## src/rtl/seq_table_scheduler.sv

```systemverilog
// Serializes counter updates, expected-seq lookups and outgoing seq allocation onto the
// per-host sequence RAM and the BCD converter. Define SEQ_RR_ARB_EN for round-robin arbitration.
module seq_table_scheduler #(
  parameter int HOST_ADDR_WIDTH = 4,
  parameter int SEQ_WIDTH       = 32,
  parameter int CONV_TIMEOUT    = 64
) (
  input  logic                       clk,
  input  logic                       rst,
  input  logic                       upd_valid_i,
  output logic                       upd_ready_o,
  input  logic [HOST_ADDR_WIDTH-1:0] upd_addr_i,
  input  logic [SEQ_WIDTH-1:0]       upd_value_i,
  input  logic                       exp_req_valid_i,
  output logic                       exp_req_ready_o,
  input  logic [HOST_ADDR_WIDTH-1:0] exp_addr_i,
  output logic                       exp_valid_o,
  output logic [SEQ_WIDTH-1:0]       exp_seq_o,
  input  logic                       out_valid_i,
  output logic                       out_ready_o,
  input  logic [HOST_ADDR_WIDTH-1:0] out_addr_i,
  output logic                       out_seq_valid_o,
  output logic [SEQ_WIDTH-1:0]       out_seq_bin_o,
  output logic [HOST_ADDR_WIDTH-1:0] out_host_o,
  output logic [HOST_ADDR_WIDTH-1:0] mem_addr_o,
  output logic                       mem_we_o,
  output logic [SEQ_WIDTH-1:0]       mem_wdata_o,
  input  logic [SEQ_WIDTH-1:0]       mem_rdata_i,
  output logic                       conv_start_o,
  output logic [SEQ_WIDTH-1:0]       conv_bin_o,
  input  logic                       conv_done_i,
  output logic                       busy_o,
  output logic                       err_timeout_o
);

  localparam logic [2:0] S_INIT      = 3'd0;
  localparam logic [2:0] S_IDLE      = 3'd1;
  localparam logic [2:0] S_ACCESS    = 3'd2;
  localparam logic [2:0] S_RDATA     = 3'd3;
  localparam logic [2:0] S_CONV      = 3'd4;
  localparam logic [2:0] S_WAIT_DONE = 3'd5;

  localparam logic [1:0] OP_UPD = 2'd0;
  localparam logic [1:0] OP_EXP = 2'd1;
  localparam logic [1:0] OP_OUT = 2'd2;

  localparam int               TMR_W    = $clog2(CONV_TIMEOUT + 1);
  localparam logic [TMR_W-1:0] TMR_LAST = TMR_W'(CONV_TIMEOUT - 1);

  logic [2:0]                 state;
  logic [1:0]                 op;
  logic [HOST_ADDR_WIDTH-1:0] init_addr;
  logic [HOST_ADDR_WIDTH-1:0] addr_q;
  logic [SEQ_WIDTH-1:0]       value_q;
  logic [TMR_W-1:0]           tmr;
  logic [2:0]                 req;
  logic [2:0]                 gnt;
  logic [1:0]                 gnt_op;
  logic [HOST_ADDR_WIDTH-1:0] gnt_addr;
  logic                       idle;

  // Counter advance; the all-ones value wraps to zero.
  function automatic logic [SEQ_WIDTH-1:0] seq_inc(input logic [SEQ_WIDTH-1:0] v);
    return v + SEQ_WIDTH'(1);
  endfunction

  assign req  = {out_valid_i, exp_req_valid_i, upd_valid_i};
  assign idle = (state == S_IDLE) && !rst;

`ifdef SEQ_RR_ARB_EN
  logic [1:0] last_gnt;

  // The requester after the last winner gets first look.
  function automatic logic [2:0] pick_rr(input logic [2:0] r, input logic [1:0] last);
    logic [2:0] g;
    g = 3'b000;
    case (last)
      OP_UPD:  g = r[1] ? 3'b010 : r[2] ? 3'b100 : r[0] ? 3'b001 : 3'b000;
      OP_EXP:  g = r[2] ? 3'b100 : r[0] ? 3'b001 : r[1] ? 3'b010 : 3'b000;
      default: g = r[0] ? 3'b001 : r[1] ? 3'b010 : r[2] ? 3'b100 : 3'b000;
    endcase
    return g;
  endfunction

  assign gnt = pick_rr(req, last_gnt);

  always_ff @(posedge clk) begin
    if (rst) begin
      last_gnt <= OP_OUT;
    end else if (idle && (|gnt)) begin
      last_gnt <= gnt_op;
    end
  end
`else
  function automatic logic [2:0] pick_fixed(input logic [2:0] r);
    logic [2:0] g;
    g = 3'b000;
    if (r[0])      g = 3'b001;
    else if (r[1]) g = 3'b010;
    else if (r[2]) g = 3'b100;
    return g;
  endfunction

  assign gnt = pick_fixed(req);
`endif

  always_comb begin
    gnt_op   = OP_OUT;
    gnt_addr = out_addr_i;
    if (gnt[0]) begin
      gnt_op   = OP_UPD;
      gnt_addr = upd_addr_i;
    end else if (gnt[1]) begin
      gnt_op   = OP_EXP;
      gnt_addr = exp_addr_i;
    end
  end

  assign upd_ready_o     = idle && gnt[0];
  assign exp_req_ready_o = idle && gnt[1];
  assign out_ready_o     = idle && gnt[2];
  assign busy_o          = rst || (state != S_IDLE);
  assign conv_start_o    = !rst && (state == S_CONV);

  // RAM port: INIT clears the table, ACCESS reads or writes, RDATA writes back the increment.
  always_comb begin
    mem_addr_o  = '0;
    mem_we_o    = 1'b0;
    mem_wdata_o = '0;
    if (!rst) begin
      case (state)
        S_INIT: begin
          mem_addr_o = init_addr;
          mem_we_o   = 1'b1;
        end
        S_ACCESS: begin
          mem_addr_o = addr_q;
          if (op == OP_UPD) begin
            mem_we_o    = 1'b1;
            mem_wdata_o = value_q;
          end
        end
        S_RDATA: begin
          mem_addr_o = addr_q;
          if (op == OP_OUT) begin
            mem_we_o    = 1'b1;
            mem_wdata_o = seq_inc(mem_rdata_i);
          end
        end
        default: ;
      endcase
    end
  end

  // Request capture at the handshake
  always_ff @(posedge clk) begin
    if (idle && (|gnt)) begin
      addr_q  <= gnt_addr;
      value_q <= upd_value_i;
    end
  end

  always_ff @(posedge clk) begin
    if (rst) begin
      state           <= S_INIT;
      op              <= OP_UPD;
      init_addr       <= '0;
      tmr             <= '0;
      exp_valid_o     <= 1'b0;
      exp_seq_o       <= '0;
      out_seq_valid_o <= 1'b0;
      out_seq_bin_o   <= '0;
      out_host_o      <= '0;
      conv_bin_o      <= '0;
      err_timeout_o   <= 1'b0;
    end else begin
      exp_valid_o     <= 1'b0;
      out_seq_valid_o <= 1'b0;
      case (state)
        S_INIT: begin
          init_addr <= init_addr + 1'b1;
          if (init_addr == '1) state <= S_IDLE;
        end
        S_IDLE: begin
          if (|gnt) begin
            op    <= gnt_op;
            state <= S_ACCESS;
          end
        end
        S_ACCESS: begin
          state <= (op == OP_UPD) ? S_IDLE : S_RDATA;
        end
        S_RDATA: begin
          if (op == OP_EXP) begin
            exp_seq_o   <= mem_rdata_i;
            exp_valid_o <= 1'b1;
            state       <= S_IDLE;
          end else begin
            conv_bin_o    <= mem_rdata_i;
            out_seq_bin_o <= mem_rdata_i;
            state         <= S_CONV;
          end
        end
        S_CONV: begin
          tmr   <= '0;
          state <= S_WAIT_DONE;
        end
        S_WAIT_DONE: begin
          if (conv_done_i) begin
            out_seq_valid_o <= 1'b1;
            out_host_o      <= addr_q;
            state           <= S_IDLE;
          end else if (tmr == TMR_LAST) begin
            err_timeout_o <= 1'b1;
            state         <= S_IDLE;
          end else begin
            tmr <= tmr + 1'b1;
          end
        end
        default: state <= S_INIT;
      endcase
    end
  end

endmodule

```

## config.mk

```make
export PLATFORM = sky130hd
export DESIGN_NAME = seq_table_scheduler
export DESIGN_NICKNAME = d
export VERILOG_FILES = /design/src/rtl/seq_table_scheduler.sv
export SDC_FILE = /design/constraint.sdc
export NUM_CORES = 1
export LEC_CHECK = 0
export ABC_AREA = 1
export BUFFER_PORTS_ARGS = -buffer_cell sky130_fd_sc_hd__buf_2
export CAP_MARGIN = 0
export CELL_PAD_IN_SITES_DETAIL_PLACEMENT = 2
export CELL_PAD_IN_SITES_GLOBAL_PLACEMENT = 2
export CORE_MARGIN = 2
export CORE_UTILIZATION = 26
export DETAILED_ROUTE_END_ITERATION = 12
export PLACE_DENSITY_LB_ADDON = 0.1
export SLEW_MARGIN = 20
export SYNTH_ARGS = -nofsm -noshare
export SYNTH_HDL_FRONTEND = slang
export SYNTH_SLANG_ARGS = --single-unit
export TNS_END_PERCENT = 30
```

## constraint.sdc

```tcl
create_clock -name clk -period 3.55 [get_ports clk]
set_input_delay 0.355 -clock clk [delete_from_list [all_inputs] [get_ports clk]]
set_output_delay 0.355 -clock clk [all_outputs]
set_load 0.02 [all_outputs]
```

# After elaboration in Yosys (flattened, before gate mapping)
# Index checks and enable logic that the tools add are counted.
# op_classes
reduce_logical	22
mux	29
n_bitwise	4
addsub	3
eq_ne	15
# op_table
operator	count
$mux 32	3
$pmux 32 s2	1
$add 32x1->32 const B	1
$mux 3	8
$pmux 3 s6	1
$mux 7	2
$pmux 7 s2	1
$mux 4	3
$reduce_and 3->1	3
$pmux 4 s2	1
$reduce_and 2->1	4
$add 7x1->7 const B	1
$eq 7x6->1 const B	1
$eq 3x2->1 const B	2
$eq 3x3->1 const B	2
$logic_and 1x1->1	6
$mux 2	3
$ne 2x2->1 const B	3
$reduce_or 2->1	3
$mux 1	5
$add 4x1->4 const B	1
$eq 4x4->1 const B	1
$not 1->1	4
$eq 3x1->1 const B	1
12 further kinds	12
# word_totals
input_bits	82
reg_bits	123
out_inout_bits	145
elab_cells	85

# Depth between registers and ports, before layout
# Gate-level depths: netlist of the first run.
# depth
depth_word	6
ltp_mapped	10
depth_no_buf	10

# Worst setup path before layout of the first run
# OpenSTA, ideal clock, no wires.
# synth_timing
path_type	input-to-reg
startpoint	in rst
endpoint	reg addr_q[0], enable pin
arrival_ns	2.544
n_path_buf	1
setup_slack_ns	0.577
setup_time_ns	0.429
required_ns	3.121
path_stages	4
path_cell_list	inv_1 > clkbuf_1 > nand2_1 > nor2_1
# synth_between
elab_chain_cells	3
# synth_lines
element	line_no	source
from (decl)	9	input logic rst,
$logic_not 1->1	n/a	
$logic_and 1x1->1	68	assign idle = (state == S_IDLE) && !rst;
$logic_and 1x1->1	157	if (idle && (|gnt)) begin
to (signal assigned)	158	addr_q <= gnt_addr;
to (decl)	53	logic [HOST_ADDR_WIDTH-1:0] addr_q;
# No other way between the ends.
# A chain may end at the register's enable or synchronous reset.

# Worst setup path in the final report of the first run
# layout_timing
startpoint	reg state[0]
endpoint	out mem_wdata_o[27]
# layout_between
elab_chain_cells	3
word_cells_on_any_way	4
cone_classes	eq/ne (2); mux (2)
# layout_lines
element	line_no	source
from (decl)	50	logic [2:0] state;
from (signal assigned)	191	state <= (op == OP_UPD) ? S_IDLE : S_RDATA;
$eq 3x2->1	131	case (state)
$pmux 32 s2 (*)	131	
$mux 32 (*)	130	if (!rst) begin
to (decl)	27	output logic [SEQ_WIDTH-1:0] mem_wdata_o,
# Every way passes the cells marked *; elsewhere a longest branch is shown, timed or not.

==> results.ini, run 1 <==
[outcome]
status = complete, no violations

[worst_setup_path]
r2r_setup_slack_ns = 1.43
worstPathCellList = nor2_1 > nand2_1 > nor2_2 > buf_4 > nand2_1 > a21oi_1 > buf_2
critical_path_arrival_ns = 2.38
cp_max_fo = 23
worstRegToRegCells = 7
critical_path.slowest_cell = nor2_2
path_class = reg -> out
worstSetupStartpointType = flip-flop
rr_endpoint = value_q[30]$_DFFE_PP_
r2r-start = state[0]$_SDFFE_PP0P_
required_ns = 3.19
end_kind = primary output
slowest_delay_ns = 0.41
path_common_cell = nand2_1

[routing]
via_count = 6060
drc = 0
avgRoutedWirePerCell_um = 17.8
avgViaCountPerCell = 4.69
drt_iter0_markers = 228
wl_mm = 23.0
dr.pass1.iters = 4
ant_nets = 0

[timing]
setup_tns_ns = 0
fmax_ghz = 0.366
slew_viol_final = 0
setup_slack_ns = 0.820
setup_violations = 0
period_needed_ns = 2.73
hold_viol = 0
worstMarginPinSlew_ns = 0.598
maxSlewHeadroom_pct = 60.1
timing.final.crit_share_pct = 76.9
rsz0062_at_grt = no
finalClockSkew_ns = 0.0128

[die]
fp.dieH_um = 156
die_w_um = 156
initial_utilization_pct = 26.5
io_pins = 227
coreArea_um2 = 22600
row_count = 55
dieArea_um2 = 24200

[clocking]
cts_buffers = 17
clk_pin_slew_ns = 0.06
clk-insertion-delay-late_ns = 0.42
clock_path_buffers = 2
postCtsSetupRepairBufs = 0
cts_resized = 0
cts_tree = yes
ctsHoldBuffers = 0
h-tree-depth = 4
clockRootBuffer = clkbuf_16
clkSinkCount = 123

[worst_hold_path]
holdPathEnd = value_q[15]$_DFFE_PP_
hp-start = upd_value_i[15]
hp-class = in -> reg
hold-path-cell-count = 1

[grt]
grt_start_max_net_pins = 59
grt_pass1_vias = 6231
track_usage_pct = 19.0
grt.overflow.total = 0
antenna_found_initial = 0
grt_pass1_wl_mm = 35.0

[yosys]
synth_top_area_share_pct = 29.2
synth_fa_ha_area_share_pct = 0.628
synth_xor_area_share_pct = 0.293
synth_top_cell_by_area = dfxtp_1
synth.area.mux_share_pct = 0
synthCells = 804
syn-cell-area_um2 = 5970
syn_area_per_cell_um2 = 7.43
synth_area_leaders = dfxtp_1 (29%), edfxtp_1 (18%), nor2_1 (9.8%), nand2_1 (9.3%), a21oi_1 (7.0%)
syn_nets = 889
synth_compound_area_share_pct = 15.6
synth_top_family_by_area = simple AND/OR/NAND/NOR gates
ys_seq_area_share_pct = 47.3
synth_cell_types = 34
yosysWarningCount = 0
synth_seq_cells = 123
yosys.area_share.simple_pct = 26.0

[finish]
final_nets = 1079
n_antenna_cell = 0
area_delta_synth_final_pct = 29.2
drive_gt1_share_pct = 27.7

[power_and_ir_drop]
peakVddDrop_mv = 0.268
internal-power_uw = 2590
p_sw_uw = 779
switching_share_pct = 23.1
pwr-share-comb_pct = 5.4
power_frac_clock_pct = 51.6
powerDensity_nw_per_um2 = 437
p_leak_uw = 0.00361
power.share.sequential_pct = 43.1

[run]
cap_violations = 0

[place]
portBuffers = 226
dp_hpwl_mm = 17.7
pre_cts_slack_ns = 1.16
gp_congestion = 0.780

## layout by cell type, fill, tap and decap left out, types with 2 or more instances in the layout
cell	count
o21ai_1	2
buf_4	8
nor2_1	155
dfxtp_1	87
clkinvlp_4	2
nor3_1	7
a31oi_1	3
o22ai_1	2
a22oi_1	4
ha_1	3
a21oi_1	84
edfxtp_1	36
buf_2	226
clkinv_2	4
clkbuf_16	18
nand3_1	45
clkinv_4	2
bufinv_16	2
nor2_2	5
xor2_1	2
inv_2	2
inv_1	56
o21ai_0	83
nand4_1	4
nor2_4	4
nand2_1	148
## power groups by stage
stage	registers (uW)	logic, uW	clock network, uW
final	1450	181	1740
after global placement	1480	181	0
after CTS	1450	185	1790
after detailed placement	1480	183	0
after global routing	1450	202	1850
after floorplan	1480	72.7	0
## cell families (layout without fill, tap and decap cells)
family,count (synthesis),after routing
compound gates,181,181
buf+inv,121,323
xor+xnor,2,2
fa+ha+maj,3,3
flops,123,123
simple gates,374,374
## stage by stage
step                      util (%)  cell area [um^2]  instances  total power, uW  hold slack [ns]
final                         34.2              7720       1291             3370           0.0985
after global routing          34.2              7720       1291             3500           0.0751
after CTS                     34.2              7720       1291             3430           0.0765
after detailed placement      31.6              7130       1260             1660            0.473
after global placement        31.6              7130       1260             1660            0.465
after floorplan                  -              5970        804             1550            0.441
## cell usage after synthesis, drive strengths merged
master  instances
a21oi          84
a22oi           4
a31oi           3
and3            1
buf            48
clkbuf         15
dfxtp          87
edfxtp         36
ha              3
inv            58
nand2         149
nand3          46
nand4           4
nor2          164
nor3            8
nor3b           1
o211ai          1
o21a            1
o21ai          85
o21bai          1
o22ai           2
or2             1
xor2            2
## worst max-delay path, delay by kind of cell, from the launching register on
| family | cells | cell delay (ns) |
|---|---|---|
| simple gates | 4 | 0.86 |
| buf+inv | 2 | 0.53 |
| flops | 1 | 0.38 |
| compound gates | 1 | 0.16 |
## worst max-delay path by stage
stage / start / to / depth (start not counted)
global placement: mem_rdata_i[1] / mem_wdata_o[18] / 11
global route: state[0]$_SDFFE_PP0P_ / mem_wdata_o[27] / 7
finish: state[0]$_SDFFE_PP0P_ / mem_wdata_o[27] / 7
CTS: state[0]$_SDFFE_PP0P_ / mem_wdata_o[12] / 7
floorplan: rst / addr_q[0]$_DFFE_PP_ / 4
detailed placement: mem_rdata_i[1] / mem_wdata_o[12] / 9
## sequential cells by signal, summed over array words and instances, names as in the netlist
signal	count
value_q	32
state	3
tmr	7
exp_seq_o	32
out_seq_valid_o	1
addr_q	4
op	2
conv_bin_o	32
exp_valid_o	1
err_timeout_o	1
init_addr	4
out_host_o	4
## area by class of cell
class | instances | area [um^2]
Tap cell | 285 | 357
Timing Repair Buffer | 234 | 1190
Clock buffer | 20 | 468
Inverter | 58 | 218
Multi-Input combinational cell | 560 | 2540
Sequential cell | 123 | 2820
Clock inverter | 11 | 119
Fill cell | 2783 | 14900
## layer usage
| metal | routed length, um | GRT usage, % |
|---|---|---|
| met2 | 10700 | 31.4 |
| met1 | 11200 | 25.6 |
| met4 | 293 | 4.94 |
| met5 | 0 | 0 |
| met3 | 726 | 3.50 |
Power figures use the tool's default switching activity.
==> run 2: changes to the inputs <==
- ABC_AREA: 1 -> 0
- CORE_UTILIZATION: 26 -> 28
- clock period: 3.55 -> 2.7 ns (I/O delays scaled with it)
==> results.ini, run 2 <==
[die]
initial_utilization_pct = 28.7
row_count = 52
io_pins = 227
dieArea_um2 = 22000
fp.dieH_um = 148
coreArea_um2 = 20300
die_w_um = 148

[routing]
ant_nets = 0
avgRoutedWirePerCell_um = 19.4
avgViaCountPerCell = 4.88
drc = 0
wl_mm = 21.8
via_count = 5473
drt_iter0_markers = 142
dr.pass1.iters = 4

[yosys]
synth_common_cells = nand2_1 (147), dfxtp_1 (87), a21oi_1 (72), nor2_1 (44), edfxtp_1 (36)
yosysMostFrequentCell = nand2_1
syn-cell-area_um2 = 5820
ys_seq_area_share_pct = 48.5
syn_area_per_cell_um2 = 8.88
synth_top_area_share_pct = 29.9
synth-edff-count = 36
synth_top_cell_by_area = dfxtp_1
yosysWarningCount = 0
syn_nets = 741
synth_seq_cells = 123
synth_area_leaders = dfxtp_1 (30%), edfxtp_1 (19%), nand2_1 (9.5%), a21oi_1 (6.2%), buf_4 (4.3%)
async_flop_share_pct = 0
synthCells = 656
synth_cell_types = 52
synth-main-ff-cell = dfxtp_1

[clocking]
cts_buffers = 17
clk_pin_slew_ns = 0.06
clockRootBuffer = clkbuf_16
cts_tree = yes
clkSinkCount = 123
ctsHoldBuffers = 0
h-tree-depth = 4
clock_path_buffers = 2
clk-insertion-delay-late_ns = 0.42

[grt]
grt.overflow.total = 0
grt_pass1_wl_mm = 33.7
antenna_found_initial = 3
grt_start_max_net_pins = 46
track_usage_pct = 20.1
grt_pass1_vias = 5848

[timing]
maxSlewHeadroom_pct = 57.3
hold_viol = 0
setup_slack_ns = 0.260
worstMarginPinSlew_ns = 0.636
setup_tns_ns = 0
slew_viol_final = 0
period_needed_ns = 2.44
timing.final.crit_share_pct = 90.4
rsz0062_at_grt = no
finalClockSkew_ns = 0.00714
fmax_ghz = 0.410
setup_violations = 0
hold_ws_ns = 0.0215

[finish]
final_common_cell = buf_2
drive_gt1_share_pct = 34.3
final_nets = 923
area_delta_synth_final_pct = 31.1
utilization_pct = 37.6
most-common-layout-cells = buf_2 (225), nand2_1 (147), dfxtp_1 (86)
fin_cells = 1122
reg_top3 = conv_bin_o (32), exp_seq_o (32), value_q (32)

[worst_setup_path]
cp_max_fo = 11
required_ns = 2.43
end_kind = primary output
worstPathCellList = buf_2 > ha_1 > and3_1 > nand3_1 > buf_4 > nor4_1 > o21ai_1 > a21oi_1 > buf_2
path_common_cell = buf_2
path_class = in -> out
critical_path.slowest_cell = nor4_1
slowest_delay_ns = 0.54
critical_path_arrival_ns = 2.17
worstSetupStartpointType = input pin
worstRegToRegCells = 6

[worst_hold_path]
hp-class = in -> reg
hold-path-cell-count = 1

[place]
gp_congestion = 0.776
pre_cts_slack_ns = 0.334
portBuffers = 226
dp_hpwl_mm = 16.0
dp_cells = 1089

[power_and_ir_drop]
powerDensity_nw_per_um2 = 585
peakVddDrop_mv = 0.379
p_leak_uw = 0.00332

[run]
cap_violations = 0

[outcome]
status = complete, no violations

==> run 2: cell count changes after synthesis, moves of 11 or more <==
cell and delta:
clkbuf_1 +21, a22o_1 +24, nor2_1 -112, o21ai_0 -78, a21oi_1 -12, xor2_1 +26, and3_1 +11, nand3_1 -30
inv_1 -50
==> run 2: path summary, 6_finish.rpt <==
check,endpoint,from,slack [ns]
worst max-delay path,mem_wdata_o[18],mem_rdata_i[0],0.26
worst min-delay path,value_q[17]$_DFFE_PP_,upd_value_i[17],0.02
worst max register to register,tmr[5]$_SDFFE_PP0P_,tmr[0]$_SDFFE_PP0P_,0.69
worst min register to register,exp_seq_o[15]$_SDFFE_PP0P_,exp_seq_o[15]$_SDFFE_PP0P_,0.45
==> run 2: what timing repair did <==
action / CTS / global route
resized for setup: 0 / 2
setup endpoints to repair: 0 / 34
setup buffers: 0 / 0
==> run 2: layer usage <==
layer	wire length [um]	vias up	track usage, %
met5	0	-	0
met4	265	0	6.05
met3	1410	21	5.52
met2	10400	168	33.3
met1	9760	2689	25.6
li1	-	2595	-
==> run 2: kinds of logic after synthesis <==
| kind of cell | synth area share [%] |
|---|---|
| and+or+nand+nor | 22.9 |
| DFF | 48.5 |
| AOI/OAI and AO/OA | 13.1 |
| buffers and inverters | 7.86 |
| xor gates and xnor gates | 5.57 |
| muxes | 1.38 |
| adders and majority gates | 0.645 |
==> run 2: per-stage QoR <==
| stage | area [um^2] | total power [uW] |
|---|---|---|
| floorplan | 5830 | 2040 |
| global placement | 7010 | 2160 |
| detailed placement | 7010 | 2160 |
| CTS | 7620 | 4510 |
| global route | 7630 | 4620 |
| finish | 7630 | 4470 |
==> run 2: cell type report <==
cell class              instances  area (um^2)
repair buffers                240         1260
clock buffers                  23          543
flip-flops and latches        123         2820
well taps                     270          338
multi-input cells             449         2570
fillers                      2316        12700
clock inverters                 9         68.8
diodes                          1         2.50
inverters                       7         26.3
==> run 2: power by group <==
group	internal [uW]	switching, uW	total (uW)
clock network	1430	912	2340
logic	81.3	135	216
registers	1900	4.91	1910
total	3410	1050	4470
==> run 2: worst max-delay path: cells and delay by family <==
family | cells | cell delay, ns
fa+ha+maj | 1 | 0.24
compound gates | 2 | 0.27
buf+inv | 3 | 0.56
simple gates | 3 | 0.82
==> run 3: changes to the inputs <==
- RECOVER_POWER: unset -> 50
==> results.ini, run 3 (synthesis gave the netlist of run 2 again) <==
[worst_setup_path]
startpoint = mem_rdata_i[0]
required_ns = 2.43
worstSetupStartpointType = input pin
worstPathCellList = buf_2 > ha_1 > and3_1 > nand3_1 > buf_4 > nor4_1 > o21ai_1 > a21oi_1 > buf_2
cp_top_family = simple AND/OR/NAND/NOR gates
path_class = in -> out
critical_path_arrival_ns = 2.17
crit_buf_inv = 3
worstRegToRegCells = 6
rr_endpoint = state[1]$_SDFFE_PP0P_
r2r-start = state[0]$_SDFFE_PP0P_
critical_path.slowest_cell = nor4_1
end_kind = primary output
path_common_cell = buf_2
cp_max_fo = 11
r2r_setup_slack_ns = 0.53
slowest_delay_ns = 0.55

[worst_hold_path]
hp-class = in -> reg
hold-path-cell-count = 1
hp-start = upd_value_i[2]
holdPathEnd = value_q[2]$_DFFE_PP_

[power_and_ir_drop]
p_leak_uw = 0.00285
powerDensity_nw_per_um2 = 595
peakVddDrop_mv = 0.377

[finish]
reg_top3 = conv_bin_o (32), exp_seq_o (32), value_q (32)
final_nets = 923
final_common_cell = nand2_1
most-common-layout-cells = nand2_1 (147), buf_2 (118), clkbuf_1 (109)
area_delta_synth_final_pct = 28.7
nFillCells = 2361
drive_gt1_share_pct = 21.6

[timing]
hold_viol = 0
worstMarginPinSlew_ns = 0.835
setup_tns_ns = 0
maxSlewHeadroom_pct = 44.3
setup_violations = 0
finalClockSkew_ns = 0.0103
fmax_ghz = 0.410
setup_slack_ns = 0.262
slew_viol_final = 0
rsz0062_at_grt = no
period_needed_ns = 2.44
timing.final.crit_share_pct = 90.3

[die]
row_count = 52
die_w_um = 148
dieArea_um2 = 22000
initial_utilization_pct = 28.7
io_pins = 227
fp.dieH_um = 148
coreArea_um2 = 20300

[clocking]
cts_tree = yes
clkSinkCount = 123
clk-insertion-delay-late_ns = 0.42
clockRootBuffer = clkbuf_16
cts_buffers = 17
postCtsSetupRepairBufs = 0
ctsHoldBuffers = 0
clock_path_buffers = 2
clk_pin_slew_ns = 0.06
h-tree-depth = 4

[routing]
dr.pass1.iters = 4
drc = 0
ant_nets = 0
drt_iter0_markers = 150
avgRoutedWirePerCell_um = 19.4
via_count = 5471
wl_mm = 21.8
avgViaCountPerCell = 4.88

[grt]
grt_start_max_net_pins = 46
grt.overflow.total = 0
antenna_found_initial = 3
grt_pass1_wl_mm = 33.7
track_usage_pct = 20.1
grt_pass1_vias = 5848

[place]
gp_congestion = 0.776
portBuffers = 226
pre_cts_slack_ns = 0.334
dp_hpwl_mm = 16.0

[outcome]
status = complete, no violations

[run]
cap_violations = 0

[run 3: worst max path at each step]
| stage | endpoint | slack, ns | cells after the start |
|---|---|---|---|
| global route | mem_wdata_o[18] | 0.03 | 5 |
| CTS | mem_wdata_o[19] | 0.08 | 6 |
| global placement | mem_wdata_o[18] | 0.38 | 9 |
| detailed placement | mem_wdata_o[18] | 0.33 | 9 |
| floorplan | addr_q[0]$_DFFE_PP_ | 0.11 | 4 |
| finish | mem_wdata_o[18] | 0.26 | 9 |
[run 3: repair_timing]
item                                    in CTS  in global routing
hold endpoints to repair                     0                  0
endpoints found under the setup margin       0                 34
gates resized for setup                      0                  2
[run 3: final cells by class]
cell class | count | area (um^2) | share of cell area [%]
inverter | 7 | 26.3 | 0.351
clock buffer | 23 | 543 | 7.25
clock inverter | 9 | 68.8 | 0.918
timing repair buffer | 240 | 1120 | 15.0
sequential | 123 | 2820 | 37.7
multi-input combinational | 449 | 2570 | 34.3
tap | 270 | 338 | 4.51
antenna | 1 | 2.50 | 0.0334
[run 3: layer usage]
| layer | GRT usage, % | share of wire [%] |
|---|---|---|
| met4 | 6.05 | 1.4 |
| met1 | 25.6 | 45 |
| met3 | 5.52 | 6.5 |
| met5 | 0 | 0 |
| met2 | 33.3 | 47 |
[run 3: where the power goes]
group / switching (uW) / internal, uW / total, uW
registers: 4.86 / 1900 / 1910
clock network: 909 / 1430 / 2340
logic: 135 / 80.6 / 215
[run 3: per-stage QoR]
step / std cells / util (%) / total power (uW) / hold slack (ns) / cell area (um^2)
floorplan: 656 / - / 2040 / 0.369 / 5830
global placement: 1089 / 34.5 / 2160 / 0.441 / 7010
detailed placement: 1089 / 34.5 / 2160 / 0.447 / 7010
CTS: 1121 / 37.6 / 4510 / 0.00619 / 7620
global route: 1122 / 36.9 / 4620 / 0.00637 / 7490
finish: 1122 / 36.9 / 4460 / 0.0213 / 7490
[run 3: worst register-to-register path: stages (launching register included)]
cell and delay (ns):
dfxtp_1 0.38, clkbuf_1 0.49, nand2b_1 0.16, or3b_1 0.41
a31oi_1 0.32, or3_1 0.19, a2111oi_0 0.06
